--- src/rtl/isp_line_sched.sv ---
// ============================================================================
// Module   : isp_line_sched
// Brief    : Debayer line scheduler. It gates line-buffer write strobes, primes
//            the buffers, and issues fixed-length read bursts against line credits.
// Options  : ISP_LINE_LEN_CHECK_EN enables the per-line entry-count check (err_len).
// Revision : 1.0 - initial release
// ============================================================================
`default_nettype none

module isp_line_sched #(
  parameter int LINE_LENGTH = 640,
  parameter int PRIME_LINES = 2,
  parameter int MAX_LINES   = 4,
  parameter int LCNT_W      = 12
) (
  input  logic                           clk,
  input  logic                           rst_n,
  input  logic                           isp_en,
  input  logic                           csi_frame_start,
  input  logic                           csi_frame_end,
  input  logic                           csi_line_valid,
  input  logic                           line_req,
  input  logic                           err_clr,
  output logic                           isp_data_valid,
  output logic                           isp_rgb_valid,
  output logic [LCNT_W-1:0]              line_cnt,
  output logic [$clog2(MAX_LINES+1)-1:0] lines_avail,
  output logic                           frame_active,
  output logic                           err_ovf,
  output logic                           err_udr,
  output logic                           err_sync,
  output logic                           err_len
);

  localparam int c_LA_W = $clog2(MAX_LINES + 1);
  localparam int c_BC_W = (LINE_LENGTH > 1) ? $clog2(LINE_LENGTH) : 1;
  localparam logic [c_LA_W-1:0] c_MAX_AVAIL   = c_LA_W'(MAX_LINES);
  localparam logic [c_LA_W-1:0] c_PRIME_AVAIL = c_LA_W'(PRIME_LINES);
  localparam logic [LCNT_W-1:0] c_PRIME_LAST  = LCNT_W'(PRIME_LINES - 1);
  localparam logic [c_BC_W-1:0] c_BURST_LAST  = c_BC_W'(LINE_LENGTH - 1);

  typedef enum logic [2:0] {
    S_IDLE    = 3'd0,
    S_WAIT_FS = 3'd1,
    S_PRIME   = 3'd2,
    S_RUN     = 3'd3,
    S_DRAIN   = 3'd4
  } state_t;

  state_t              r_state;
  logic                r_dv_d;
  logic                r_burst;
  logic [c_BC_W-1:0]   r_bcnt;
  logic                r_err_ovf;
  logic                r_err_udr;
  logic                r_err_sync;

  logic w_wr_state;
  logic w_rd_state;
  logic w_in_frame;
  logic w_gated;
  logic w_line_end;
  logic w_req_free;
  logic w_burst_start;
  logic w_udr;
  logic w_burst_last;
  logic w_fs_sync;
  logic w_fe_sync;
  logic w_avail_inc;
  logic w_ovf;

  assign w_wr_state    = (r_state == S_PRIME) || (r_state == S_RUN);
  assign w_rd_state    = (r_state == S_RUN) || (r_state == S_DRAIN);
  assign w_in_frame    = w_wr_state || (r_state == S_DRAIN);
  assign w_gated       = csi_line_valid & w_wr_state;
  // A line ends on the falling edge of the gated strobe, one cycle after its last entry.
  assign w_line_end    = r_dv_d & ~w_gated;
  assign w_req_free    = w_rd_state & line_req & ~r_burst;
  assign w_burst_start = w_req_free & (lines_avail != '0);
  assign w_udr         = w_req_free & (lines_avail == '0);
  assign w_burst_last  = r_burst & (r_bcnt == c_BURST_LAST);
  assign w_fs_sync     = csi_frame_start & w_in_frame;
  assign w_fe_sync     = csi_frame_end & ((r_state == S_WAIT_FS) || (r_state == S_PRIME));
  assign w_avail_inc   = w_line_end & (r_state == S_RUN);
  // A simultaneous burst start consumes the incoming credit, so that case is not an overflow.
  assign w_ovf         = w_avail_inc & ~w_burst_start & (lines_avail == c_MAX_AVAIL);

  assign isp_data_valid = w_gated;
  assign isp_rgb_valid  = r_burst;
  assign frame_active   = w_in_frame;
  assign err_ovf        = r_err_ovf;
  assign err_udr        = r_err_udr;
  assign err_sync       = r_err_sync;

  always_ff @(posedge clk) begin
    if (!rst_n) begin
      r_state     <= S_IDLE;
      r_dv_d      <= 1'b0;
      r_burst     <= 1'b0;
      r_bcnt      <= '0;
      line_cnt    <= '0;
      lines_avail <= '0;
    end else begin
      r_dv_d <= w_gated;

      if (w_fs_sync) begin
        r_burst <= 1'b0;
        r_bcnt  <= '0;
      end else if (w_burst_start) begin
        r_burst <= 1'b1;
        r_bcnt  <= '0;
      end else if (r_burst) begin
        r_burst <= ~w_burst_last;
        r_bcnt  <= w_burst_last ? '0 : r_bcnt + 1'b1;
      end

      if (w_line_end) begin
        line_cnt <= line_cnt + 1'b1;
      end

      if (w_avail_inc && !w_burst_start) begin
        if (lines_avail != c_MAX_AVAIL) begin
          lines_avail <= lines_avail + 1'b1;
        end
      end else if (w_burst_start && !w_avail_inc) begin
        lines_avail <= lines_avail - 1'b1;
      end

      // Frame-level transitions; these assignments override the counter updates above.
      case (r_state)
        S_IDLE: begin
          if (isp_en) begin
            r_state <= S_WAIT_FS;
          end
        end
        S_WAIT_FS: begin
          if (csi_frame_start) begin
            r_state     <= S_PRIME;
            line_cnt    <= '0;
            lines_avail <= '0;
          end else if (!csi_frame_end && !isp_en) begin
            r_state <= S_IDLE;
          end
        end
        S_PRIME: begin
          if (csi_frame_start) begin
            line_cnt    <= '0;
            lines_avail <= '0;
          end else if (csi_frame_end) begin
            r_state <= S_WAIT_FS;
          end else if (w_line_end && (line_cnt >= c_PRIME_LAST)) begin
            r_state     <= S_RUN;
            lines_avail <= c_PRIME_AVAIL;
          end
        end
        S_RUN: begin
          if (csi_frame_start) begin
            r_state     <= S_PRIME;
            line_cnt    <= '0;
            lines_avail <= '0;
          end else if (csi_frame_end) begin
            r_state <= S_DRAIN;
          end
        end
        S_DRAIN: begin
          if (csi_frame_start) begin
            r_state     <= S_PRIME;
            line_cnt    <= '0;
            lines_avail <= '0;
          end else if ((lines_avail == '0) && !r_burst) begin
            r_state <= isp_en ? S_WAIT_FS : S_IDLE;
          end
        end
        default: r_state <= S_IDLE;
      endcase
    end
  end

  // Sticky flags: a new error in the same cycle wins over err_clr.
  always_ff @(posedge clk) begin
    if (!rst_n) begin
      r_err_ovf  <= 1'b0;
      r_err_udr  <= 1'b0;
      r_err_sync <= 1'b0;
    end else begin
      r_err_ovf  <= (r_err_ovf  & ~err_clr) | w_ovf;
      r_err_udr  <= (r_err_udr  & ~err_clr) | w_udr;
      r_err_sync <= (r_err_sync & ~err_clr) | w_fs_sync | w_fe_sync;
    end
  end

`ifdef ISP_LINE_LEN_CHECK_EN
  localparam int c_EC_W = $clog2(LINE_LENGTH + 2);

  logic [c_EC_W-1:0] r_ecnt;
  logic              r_err_len;

  always_ff @(posedge clk) begin
    if (!rst_n) begin
      r_ecnt    <= '0;
      r_err_len <= 1'b0;
    end else begin
      if (w_gated) begin
        if (r_ecnt != '1) begin
          r_ecnt <= r_ecnt + 1'b1;
        end
      end else begin
        r_ecnt <= '0;
      end
      r_err_len <= (r_err_len & ~err_clr) |
                   (w_line_end & (r_ecnt != c_EC_W'(LINE_LENGTH)));
    end
  end

  assign err_len = r_err_len;
`else
  assign err_len = 1'b0;
`endif

endmodule

`default_nettype wire

--- config.mk ---
export PLATFORM = sky130hd
export DESIGN_NAME = isp_line_sched
export DESIGN_NICKNAME = d
export VERILOG_FILES = /design/src/rtl/isp_line_sched.sv
export SDC_FILE = /design/constraint.sdc
export NUM_CORES = 1
export LEC_CHECK = 0
export BUFFER_PORTS_ARGS = -buffer_cell sky130_fd_sc_hd__buf_2
export CORE_MARGIN = 4
export CORE_UTILIZATION = 50
export CTS_CLUSTER_DIAMETER = 120
export CTS_CLUSTER_SIZE = 20
export DETAILED_ROUTE_END_ITERATION = 6
export GPL_ROUTABILITY_DRIVEN = 0
export MAX_ROUTING_LAYER = met4
export PLACE_DENSITY_LB_ADDON = 0.1
export REMOVE_ABC_BUFFERS = 1
export SYNTH_ARGS = -nofsm -noshare
export SYNTH_HDL_FRONTEND = slang
export SYNTH_SLANG_ARGS = --single-unit
--- constraint.sdc ---
create_clock -name clk -period 1.55 [get_ports clk]
set_input_delay 0.155 -clock clk [delete_from_list [all_inputs] [get_ports clk]]
set_output_delay 0.155 -clock clk [all_outputs]
set_load 0.05 [all_outputs]
==> results.tsv <==
stage	metric	value	unit
place	hpwlAfterDp	3290	µm
pwr	power	2.55	mW
place	pre_cts_slack	-0.163	ns
yosys	async_flop_share	0	%
setup_path	required	1.77	ns
drt	wl	4540	µm
die	die-height	69.7	µm
cells_and_area	nets	314	
pwr	total_leakage_power	1.18	nW
setup_path	rr_startpoint	lines_avail[0]	
die	die_w	69.7	µm
grt	grt_max_degree	13	
place	place_area	2370	µm²
yosys	ys.flop_type	dfxtp_1	
setup_path	crit_type	flop to flop	
setup_path	cp.arrival	1.85	ns
cells_and_area	fillers	287	
timing	hold_viol_final	0	
timing	fin_crit	1.63	ns
place	io_buffers	28	
die	core	3660	µm²
timing	max_freq	613	MHz
drt	drt_iter0_drc	100	
die	row_count	22	
yosys	syn_area_per_cell	8.48	µm²
setup_path	cp.depth	8	
cells_and_area	multi_input_area	1230	µm²
yosys	synthTopCellsByArea	dfxtp_1 (35%), nor2_1 (7.1%), xnor2_1 (5.1%), ha_1 (4.6%), xor2_1 (4.1%)	
yosys	ys_seq_elements	33	
yosys	synth_top_area_share	34.8	%
setup_path	path_buf_inv	2	
setup_path	startpoint	lines_avail[0]	
die	ios	30	
clock_network	cts_max_level	2	
clock_network	root_buffer	clkbuf_8	
timing	rsz0062_at_grt	yes	
cells_and_area	final_layout_size_suffix_gt1_share	43.0	%
setup_path	crit_path_max_incr_delay	0.33	ns
grt	grt_pass1_wl	7330	µm
drt	ant_nets	0	
yosys	postSynthCellCount	224	
clock_network	clk_latency	0.28	ns
setup_path	crit_path_cell_trace	inv_2 > ha_4 > buf_6 > nor2b_4 > o211ai_1 > o21ai_1 > mux2_4 > a21oi_2	
setup_path	crit_end	lines_avail[1]	
setup_path	critPathCaptureType	flop	
cells_and_area	stdcell_area	2640	µm²
drt	wire_per_inst	13.0	µm
timing	fin_hold_ws	0.202	ns
setup_path	startpoint_type	flop	
setup_path	critPathTopFamily	compound AO/OA/AOI/OAI gates	
cells_and_area	layout_common_cells	buf_4 (47), nor2_1 (36), buf_2 (27)	
cells_and_area	diodes	0	
grt	overflow	0	
yosys	ys_warn_count	0	
outcome	violations	negative setup slack	
drt	drc	0	
timing	finalMaxSlewViolations	0	
pwr	powerDensity	966	nW/µm²
clock_network	tritoncts	yes	
die	die_area	4850	µm²
clock_network	cts_made_buffers	5	
clock_network	cts.clk_slew.worst_paths	0.07	ns
timing	skew	0.00730	ns
yosys	yosysUniqueCellTypes	58	
yosys	yosys.area.top_type	dfxtp_1	
timing	finalSetupViolCount	7	
yosys	synth_area	1900	µm²
timing	fin_ws	-0.0805	ns
clock_network	clockBufferDepth	2	
setup_path	rr_worst_depth	8	
clock_network	cts.sink_count	33	
timing	min_period_over_period	105	%
die	initial_utilization	51.9	%
drt	drt-pass1-iter-count	4	
setup_path	slowest_stage	dfxtp_2	
drt	num_vias	1865	
clock_network	hold_buffers	0	
yosys	synth-edff-count	0	
cells_and_area	area_delta_synth_final	39.1	%
pwr	irDropWorstVdd	732	µV
grt	gr-usage-all-layers	18.8	%
setup_path	r2r_end	lines_avail[1]	
cells_and_area	final_common_cell	buf_4	
drt	viasPerCell	5.36	
outcome	status	complete, but fails checks	
timing	finalSetupTns	-0.321	ns
grt	grt_pass1_vias	1697	
run	maxCapViolCount	0	
grt	antenna_found_initial	0	
setup_path	worst-path-max-fanout	3	
cells_and_area	seqCellArea	672	µm²
setup_path	ff2ff_setup_slack	-0.08	ns
worst_hold_path	hold_class	input pin to flop	
yosys	seq_area_frac_synth	34.8	%
## state kept, by name (all words and copies together), names as in the netlist
register / flops
err_ovf: 1
err_sync: 1
err_udr: 1
isp_rgb_valid: 1
line_cnt: 12
lines_avail: 3
r_bcnt: 10
r_dv_d: 1
r_state: 3
## kinds of logic (layout without fill, tap and decap cells)
| family | Yosys count | after routing | synth area share, % |
|---|---|---|---|
| buffers and inverters | 23 | 99 | 6.06 |
| AO/OA/AOI/OAI | 33 | 33 | 12.8 |
| multiplexers | 2 | 2 | 1.18 |
| other | 1 | 1 | 0.197 |
| adder cells (fa/ha/maj) | 7 | 7 | 4.61 |
| AND/OR/NAND/NOR | 105 | 105 | 31.2 |
| XOR/XNOR | 20 | 20 | 9.22 |
| flip-flops | 33 | 33 | 34.8 |
## repair_timing
action,in CTS,in global routing
setup endpoints to repair,15,17
hold endpoints to repair,0,0
buffers inserted,4,3
gates resized for setup,17,20
pin swaps,13,7
## layout make-up
cell class                 instances  area share, %
timing repair buffer              78           20.6
sequential                        33           25.4
clock buffer                       5           2.60
tap                               48           2.27
multi-input combinational        168           46.6
clock inverter                     3          0.663
inverter                          13           1.85
## layer usage
layer,wire [µm],vias to the layer above,GRT usage [%],share of wire [%]
met1,2000,869,22.3,44
met3,239,14,4.49,5.3
li1,-,921,-,-
met4,124,0,7.87,2.7
met5,0,-,-,0
met2,2170,61,30.5,48
## cell usage after synthesis, types with 2 or more instances
cell / number
nor4_1: 3
nand2_1: 14
a21oi_1: 8
o21ai_1: 2
and3_1: 2
nor2_2: 3
mux2_1: 2
xnor2_1: 11
xor2_1: 9
buf_6: 2
inv_2: 2
ha_1: 7
or3_1: 2
o21ai_0: 5
nor2_1: 36
nand3_2: 2
o31ai_1: 2
nand3b_1: 2
nor2b_1: 3
dfxtp_1: 33
clkbuf_1: 6
nand2b_1: 3
nand4_1: 8
a2bb2oi_1: 2
nor4b_1: 2
nor3_1: 3
nand3_1: 9
inv_1: 11
## how the worst min path moves through the flow
stage                       start             to  slack, ns  cells past startpoint
after detailed placement  err_ovf        err_ovf       0.47                      2
final                       rst_n  isp_rgb_valid       0.20                      3
after global placement    err_ovf        err_ovf       0.47                      2
after floorplan             rst_n  isp_rgb_valid       0.27                      2
after global routing      err_clr        err_ovf       0.22                      4
after CTS                   rst_n  isp_rgb_valid       0.19                      3
## per-stage QoR
step	std cells	utilization, %
2_1_floorplan	214	-
3_3_place_gp	333	64.7
3_5_place_dp	333	64.7
4_1_cts	345	68.9
5_1_grt	348	72.2
6_report	348	72.2
## power breakdown
part | switching [mW] | internal, mW | total, mW
clock | 0.323 | 0.310 | 0.633
combinational | 0.510 | 0.441 | 0.951
sequential | 0.0728 | 0.897 | 0.970
total | 0.906 | 1.65 | 2.55
## worst reg2reg max path: cells and delay by family (launching register included)
kind | cells | cell delay, ns
compound gates | 3 | 0.51
fa+ha+maj | 1 | 0.16
mux | 1 | 0.28
buf+inv | 2 | 0.16
flops | 1 | 0.33
simple gates | 1 | 0.12
(Power assumes the default switching activity.)
